### src/rtl/vec_alu_sched.sv
// vec_alu_sched: issue-side controller for the RVV vector ALU lane array (one instruction in flight).
// Optional RUN watchdog is compiled in when VEC_ALU_SCHED_WATCHDOG_EN is defined.
module vec_alu_sched #(
   parameter int VLEN          = 128,
   parameter int NB_LANES_LOG2 = 2,
   parameter int TIMEOUT       = 1024,
   localparam int NL           = 1 << NB_LANES_LOG2
) (
   input  logic             clk,
   input  logic             resetn,
   input  logic             issue_valid,
   output logic             issue_ready,
   input  logic [5:0]       issue_opcode,
   input  logic [2:0]       issue_vsew,
   input  logic [2:0]       issue_op_type,
   input  logic [4:0]       issue_vd,
   input  logic [4:0]       issue_vs1,
   input  logic [4:0]       issue_vs2,
   input  logic [31:0]      issue_rs1,
   input  logic [4:0]       issue_imm,
   output logic [4:0]       rf_raddr,
   input  logic [VLEN-1:0]  rf_rdata,
   output logic             rf_we,
   output logic [4:0]       rf_waddr,
   output logic [VLEN-1:0]  rf_wdata,
   output logic             alu_run,
   output logic [5:0]       alu_opcode,
   output logic [2:0]       alu_vsew,
   output logic [2:0]       alu_op_type,
   output logic [1:0]       alu_nb_lanes,
   output logic [VLEN-1:0]  alu_vs1,
   output logic [VLEN-1:0]  alu_vs2,
   input  logic [NL*VLEN-1:0] lane_vd,
   input  logic [NL-1:0]    lane_done,
   output logic             resp_valid,
   output logic             resp_err,
   output logic             busy
);

   typedef enum logic [2:0] {
      S_IDLE = 3'd0, S_RD2 = 3'd1, S_RD1 = 3'd2, S_OPND = 3'd3,
      S_RUN  = 3'd4, S_WB  = 3'd5, S_RESP = 3'd6
   } state_t;

   state_t            r_state;
   state_t            w_next;
   logic [5:0]        r_opcode;
   logic [2:0]        r_vsew;
   logic [2:0]        r_op_type;
   logic [4:0]        r_vd;
   logic [4:0]        r_vs1;
   logic [4:0]        r_vs2;
   logic [31:0]       r_rs1;
   logic [4:0]        r_imm;
   logic              r_err;
   logic              r_first;
   logic [VLEN-1:0]   r_vs1_q;
   logic [VLEN-1:0]   r_vs2_q;
   logic [VLEN-1:0]   r_result;
   logic              w_illegal;
   logic              w_all_done;
   logic              w_timeout;
   logic [63:0]       w_sext;
   logic [VLEN-1:0]   w_vs1_op;
   logic [VLEN-1:0]   w_merge;

   assign w_illegal = (issue_vsew > 3'd3) ||
                      ((issue_op_type != 3'b001) && (issue_op_type != 3'b010) &&
                       (issue_op_type != 3'b100));
   // A full done vector in the first RUN cycle is left over from the previous instruction.
   assign w_all_done = (&lane_done) && !r_first;

`ifdef VEC_ALU_SCHED_WATCHDOG_EN
   logic [31:0] r_wd_cnt;

   // Watchdog cycle counter: cleared on the way into RUN, counts while in RUN.
   always_ff @(posedge clk) begin
      if (!resetn)
         r_wd_cnt <= 32'd0;
      else if (r_state == S_OPND)
         r_wd_cnt <= 32'd0;
      else if (r_state == S_RUN)
         r_wd_cnt <= r_wd_cnt + 32'd1;
      else
         r_wd_cnt <= r_wd_cnt;
   end

   assign w_timeout = (r_wd_cnt == 32'(TIMEOUT - 1));
`else
   assign w_timeout = 1'b0;
`endif

   // Next-state decode.
   always_comb begin
      w_next = r_state;
      case (r_state)
         S_IDLE: begin
            if (issue_valid)
               w_next = w_illegal ? S_RESP : S_RD2;
            else
               w_next = S_IDLE;
         end
         S_RD2:  w_next = S_RD1;
         S_RD1:  w_next = S_OPND;
         S_OPND: w_next = S_RUN;
         S_RUN: begin
            if (w_all_done)
               w_next = S_WB;
            else if (w_timeout)
               w_next = S_RESP;
            else
               w_next = S_RUN;
         end
         S_WB:   w_next = S_RESP;
         S_RESP: w_next = S_IDLE;
         default: w_next = S_IDLE;
      endcase
   end

   // Scalar/immediate operand: sign-extended to 64 bits in the low doubleword.
   always_comb begin
      w_sext = 64'd0;
      case (r_op_type)
         3'b010:  w_sext = {{32{r_rs1[31]}}, r_rs1};
         3'b100:  w_sext = {{59{r_imm[4]}}, r_imm};
         default: w_sext = 64'd0;
      endcase
      if (r_op_type == 3'b001)
         w_vs1_op = rf_rdata;
      else
         w_vs1_op = {{(VLEN-64){1'b0}}, w_sext};
   end

   // OR-merge of all lane result slices.
   always_comb begin
      w_merge = '0;
      for (int k = 0; k < NL; k++)
         w_merge = w_merge | lane_vd[k*VLEN +: VLEN];
   end

   // State register.
   always_ff @(posedge clk) begin
      if (!resetn)
         r_state <= S_IDLE;
      else
         r_state <= w_next;
   end

   // Instruction latch, operand capture and result capture.
   always_ff @(posedge clk) begin
      if (!resetn) begin
         r_opcode  <= 6'd0;
         r_vsew    <= 3'd0;
         r_op_type <= 3'd0;
         r_vd      <= 5'd0;
         r_vs1     <= 5'd0;
         r_vs2     <= 5'd0;
         r_rs1     <= 32'd0;
         r_imm     <= 5'd0;
         r_err     <= 1'b0;
         r_first   <= 1'b0;
         r_vs1_q   <= '0;
         r_vs2_q   <= '0;
         r_result  <= '0;
      end else begin
         case (r_state)
            S_IDLE: begin
               if (issue_valid) begin
                  r_opcode  <= issue_opcode;
                  r_vsew    <= issue_vsew;
                  r_op_type <= issue_op_type;
                  r_vd      <= issue_vd;
                  r_vs1     <= issue_vs1;
                  r_vs2     <= issue_vs2;
                  r_rs1     <= issue_rs1;
                  r_imm     <= issue_imm;
                  r_err     <= w_illegal;
               end
            end
            S_RD1: r_vs2_q <= rf_rdata;
            S_OPND: begin
               r_vs1_q <= w_vs1_op;
               r_first <= 1'b1;
            end
            S_RUN: begin
               r_first <= 1'b0;
               if (w_all_done)
                  r_result <= w_merge;
               else if (w_timeout)
                  r_err <= 1'b1;
            end
            default: ;
         endcase
      end
   end

   assign issue_ready  = (r_state == S_IDLE);
   assign busy         = (r_state != S_IDLE);
   assign rf_raddr     = (r_state == S_RD2) ? r_vs2 : ((r_state == S_RD1) ? r_vs1 : 5'd0);
   assign rf_we        = (r_state == S_WB);
   assign rf_waddr     = r_vd;
   assign rf_wdata     = r_result;
   assign alu_run      = (r_state == S_RUN);
   assign alu_opcode   = r_opcode;
   assign alu_vsew     = r_vsew;
   assign alu_op_type  = r_op_type;
   assign alu_nb_lanes = NB_LANES_LOG2[1:0];
   assign alu_vs1      = r_vs1_q;
   assign alu_vs2      = r_vs2_q;
   assign resp_valid   = (r_state == S_RESP);
   assign resp_err     = (r_state == S_RESP) && r_err;

endmodule

### config.mk
export PLATFORM = sky130hd
export DESIGN_NAME = vec_alu_sched
export DESIGN_NICKNAME = d
export VERILOG_FILES = /design/src/rtl/vec_alu_sched.sv
export SDC_FILE = /design/constraint.sdc
export NUM_CORES = 1
export LEC_CHECK = 0
export ABC_AREA = 1
export CAP_MARGIN = 20
export CORE_AREA = 3 3 441 443
export DETAILED_ROUTE_END_ITERATION = 7
export DIE_AREA = 0 0 444 446
export MAX_ROUTING_LAYER = met4
export PLACE_DENSITY = 0.36
export REMOVE_ABC_BUFFERS = 1
export SLEW_MARGIN = 15
export SYNTH_ARGS = -nofsm -noshare
export SYNTH_HDL_FRONTEND = slang
export SYNTH_SLANG_ARGS = --single-unit
### constraint.sdc
create_clock -name clk -period 1.56 [get_ports clk]
set_input_delay 0.234 -clock clk [delete_from_list [all_inputs] [get_ports clk]]
set_output_delay 0.234 -clock clk [all_outputs]
set_load 0.01 [all_outputs]
After elaboration in Yosys (flattened, before gate mapping)
Index checks and enable logic that the tools add are counted.
Storage, ports and cells
  register bits after elaboration: 453
  bits of input ports: 711
  output and inout bits: 414
  logic and storage cells: 51
Cells by class
  magnitude comparators: 1
  eq/ne operators: 12
  multiplexer cells: 9
  bitwise logic cells: 3
  reduce and logical (&&, ||, !) cells: 12
Operator list (count)
  OR 128 bit: 3
  two-way mux 128 bit: 1
  case mux 64 bit (2 select lines): 1
  case mux 3 bit (6 select lines): 1
  == test 3 bit (second input constant): 4
  two-way mux 5 bit: 2
  == test 3 x 2 -> 1 bit (second input constant): 3
  == test 3 x 1 -> 1 bit (second input constant): 2
  two-way mux 3 bit: 2
  logical AND 1 bit: 4
  AND reduction 2 bit: 2
  AND reduction 4 bit: 1
  greater-than comparator 3 x 2 -> 1 bit (second input constant): 1
  logical NOT 3 bit: 1
  != test 3 x 1 -> 1 bit (second input constant): 1
  != test 3 x 2 -> 1 bit (second input constant): 1
  != test 3 bit (second input constant): 1
  nonzero test 3 bit: 1
  case mux 1 bit (2 select lines): 1
  nonzero test 2 bit: 1
  logical NOT 1 bit: 1
  logical OR 1 bit: 1
  two-way mux 1 bit: 1

Depth between registers and ports, before layout
  depth in word-level cells: 7
  depth in mapped cells: 9
  gate-level depth less buffers: 7

Worst setup path after synthesis
Ideal clock, no wire load.
  path kind: reg-to-output
  start point: register r_state[0]
  end point: output port rf_raddr[0]
  arrival time: 1275 ps
  required time: 1326 ps
  path slack: 51 ps
  stages on the path, launching flop included: 7
  path buffers: 3
  cell sequence: dfxtp_1 > buf_4 > nor3_4 > buf_2 > buf_2 > nand2_1 > o21ai_0
Between the ends
  longest elaborated chain between the ends: 3
  elaborated cells between the ends (all ways): 4
  those cells by class: eq/ne (2); mux (2)
Ends and longest elaborated chain
  start, declared: RTL line 45  | state_t r_state;
  start signal, assigned: RTL line 146  | r_state <= w_next;
  == test 3 x 2 -> 1 bit: RTL line 199  | assign rf_raddr = (r_state == S_RD2) ? r_vs2 : ((r_state == S_RD1) ? r_vs1 : 5'd0);
  two-way mux 5 bit: RTL line 199
  two-way mux 5 bit *: RTL line 199
  end, declared: RTL line 21  | output logic [4:0] rf_raddr,
Every way passes the cells marked *; elsewhere a longest branch is shown, timed or not.

Final worst setup path
  start point: register r_state[2]
  end point: output port rf_raddr[3]
The elaborated chain is that of the path after synthesis.

==> results.cfg <==
[cts]
clk_pin_slew_ps = 60
h-tree-depth = 2
cts-buffers-inserted = 61
cts.sinks = 453
clockBufferDepth = 3
clk_latency_ps = 700
cts_tree = yes
cts_root_buf = clkbuf_16

[die]
ios = 1125
die_area_sq_mm = 0.198
num_rows = 160
dieWidth_microns = 444
coreArea_sq_mm = 0.190
die_h_microns = 446
start_util_pct = 9.53

[run_status]
violations = setup timing
status = finished, violations left

[sta]
post-route-min-period_ps = 1980
finalMaxSlewViolations = 0
min_period_over_period_pct = 127
fmax_mhz = 504
rsz0062_at_grt = true
holdWs_ps = 127
hold_viol = 0
setup-tns-final_ps = -62910
skew_ps = 42.8
finalSetupViolCount = 448
layout_setup_ws_ps = -424

[power_and_ir_drop]
peakVddDrop_uv = 805
power.leakage_nw = 15.4
p_per_area_mw_per_mm2 = 1040

[setup_path]
cp.arrival_ps = 1750
crit_slowest_cell = dfxtp_4
path_cells = nor3_4 -> buf_6 -> nand2_4 -> o21ai_2 -> buf_2
path_max_fanout = 4
required_ps = 1330
worstSetupPathType = flip-flop to primary output
rr_worst_depth = 11
slowest_delay_ps = 370
start_kind = flip-flop
r2r-end = r_rs1[31]$_SDFFE_PN0P_
r2r-start = r_state[1]$_SDFF_PN0_
endpoint_kind = primary output
ff2ff_setup_slack_ps = -260

[cells_and_area]
final_cells = 6451
drive_gt1_share_pct = 24.4
utilization_pct = 19.9
layout_commonest_cell = nor2_1
final_cell_mix = nor2_1, clkdlybuf4s50_1, dfxtp_1
nets = 4575
syn2layout_area_growth_pct = 109

[routing]
drc = 0
drtAntennaViolNets = 0
drtPass1Iterations = 5
routedWlPerCell_microns = 24.8
vias = 22755
wl_microns = 160000
drt-initial-drc-count = 1287
vias_per_cell = 3.53

[hold_path]
worst_hold_startpoint = issue_rs1[24]
hold_end = r_rs1[24]$_SDFFE_PN0P_
hold_path_depth = 3
min_path_type = primary input to flip-flop

[grt]
grt_pass1_wl_microns = 200000
grt_usage_pct = 15.1
first_global_vias = 22299
grt_antenna_before_repair = 65
grt_overflow = 0
grt_start_max_net_pins = 72

[placement]
numPortBuffers = 1122
place_inst = 6229
gp_congestion = 0.926
dp_hpwl_microns = 125000
dp_slack_ps = -602

[flow_run]
maxCapViolCount = 0

[synth]
syn_area_sq_mm = 0.0181
yosysSeqAreaShare_pct = 50.0
synth_cell_types = 23
syn_avg_cell_area_sq_um = 6.95
synth.area.top_cells = dfxtp_1, nor2_1, nand2_1
ys_ff_latch = 453
synth_area_leader_cell = dfxtp_1
yosysTopAreaCellShare_pct = 50.0
synthCells = 2612
yosysWarnings = 0
[layer usage]
layer	global-route usage [%]	part of all wire (%)	routed length, microns
met1	14.8	35	56100
met5	-	0	0
met3	2.92	5.0	8010
met4	4.67	2.9	4700
met2	29.6	57	91100
[per-stage QoR]
stage          total power [mW]  instance area [sq um]
6_report                   39.5                  37900
5_1_grt                    41.4                  37900
4_1_cts                    37.6                  35400
3_5_place_dp               23.0                  33800
3_3_place_gp               23.0                  33800
2_1_floorplan              16.1                  17400
[kinds of logic after synthesis]
kind of cell    count (synthesis)  share of synthesized area [%]
compound gates                303                           8.38
buf+inv                       206                           4.89
flops                         453                           50.0
other cells                     2                         0.0414
simple gates                 1648                           36.7
[power breakdown]
part	leakage [nW]	switching, mW	internal [mW]	total [mW]
Combinational	10.7	6.05	5.83	11.9
Sequential	3.70	0.661	12.7	13.3
Clock	0.974	6.06	8.17	14.2
Total	15.4	12.8	26.7	39.5
[timing repair]
action,CTS,global route
gates resized for setup,1363,448
endpoints found under the hold margin,18,0
setup endpoints to repair,820,529
pin swaps,14,95
cloned,7,31
setup buffers,17,33
hold buffers,1,0
[worst max-delay path: cells and delay by family, from the launching register on]
| kind | cells | cell delay (ps) |
|---|---|---|
| flip-flops | 1 | 370 |
| buffers and inverters | 2 | 320 |
| AO/OA/AOI/OAI | 1 | 90 |
| AND/OR/NAND/NOR | 2 | 310 |
[registers in the layout, indices dropped and copies added (netlist names)]
name and flops:
alu_vs2 128, alu_opcode 6, r_vs2 5, alu_vsew 3
r_first 1, alu_vs1 128, alu_op_type 3, r_vs1 5
r_state 3, r_imm 5, r_rs1 32, r_err 1
rf_wdata 128, rf_waddr 5
[cell usage after synthesis]
master    number
o21ai_0      218
o21ai_1       11
clkbuf_1     107
nand4_1      128
buf_2         59
buf_1          2
nor2_1      1042
nand2_2        1
nand3b_1       2
inv_2          6
buf_4         11
nor2_4         1
a21oi_1       73
inv_1         21
nor3_4         1
nor2_2         1
dfxtp_1      453
conb_1         2
nand3_1       81
a21oi_2        1
nand2_1      372
nor3_1        18
and2_1         1
[layout make-up]
type | count | area [sq um]
fill | 21418 | 152000
multi-input combinational | 1953 | 9290
tap | 2511 | 3140
clock inverter | 20 | 226
timing repair buffer | 1368 | 14200
antenna | 28 | 70.1
clock buffer | 91 | 1770
sequential | 453 | 9120
inverter | 27 | 158
[how the worst max path moves through the flow]
stage | startpoint | endpoint | slack [ps] | cells past startpoint
3_3_place_gp | lane_done[2] | rf_wdata[36]$_SDFFE_PN0P_ | -620 | 9
6_report | r_state[2]$_SDFF_PN0_ | rf_raddr[3] | -420 | 5
3_5_place_dp | lane_done[2] | rf_wdata[36]$_SDFFE_PN0P_ | -600 | 9
5_1_grt | r_state[2]$_SDFF_PN0_ | rf_raddr[4] | -510 | 5
4_1_cts | r_state[1]$_SDFF_PN0_ | rf_raddr[2] | -520 | 6
2_1_floorplan | r_state[0]$_SDFF_PN0_ | rf_wdata[0]$_SDFFE_PN0P_ | -5640 | 5
Power figures use the tool's default switching activity.
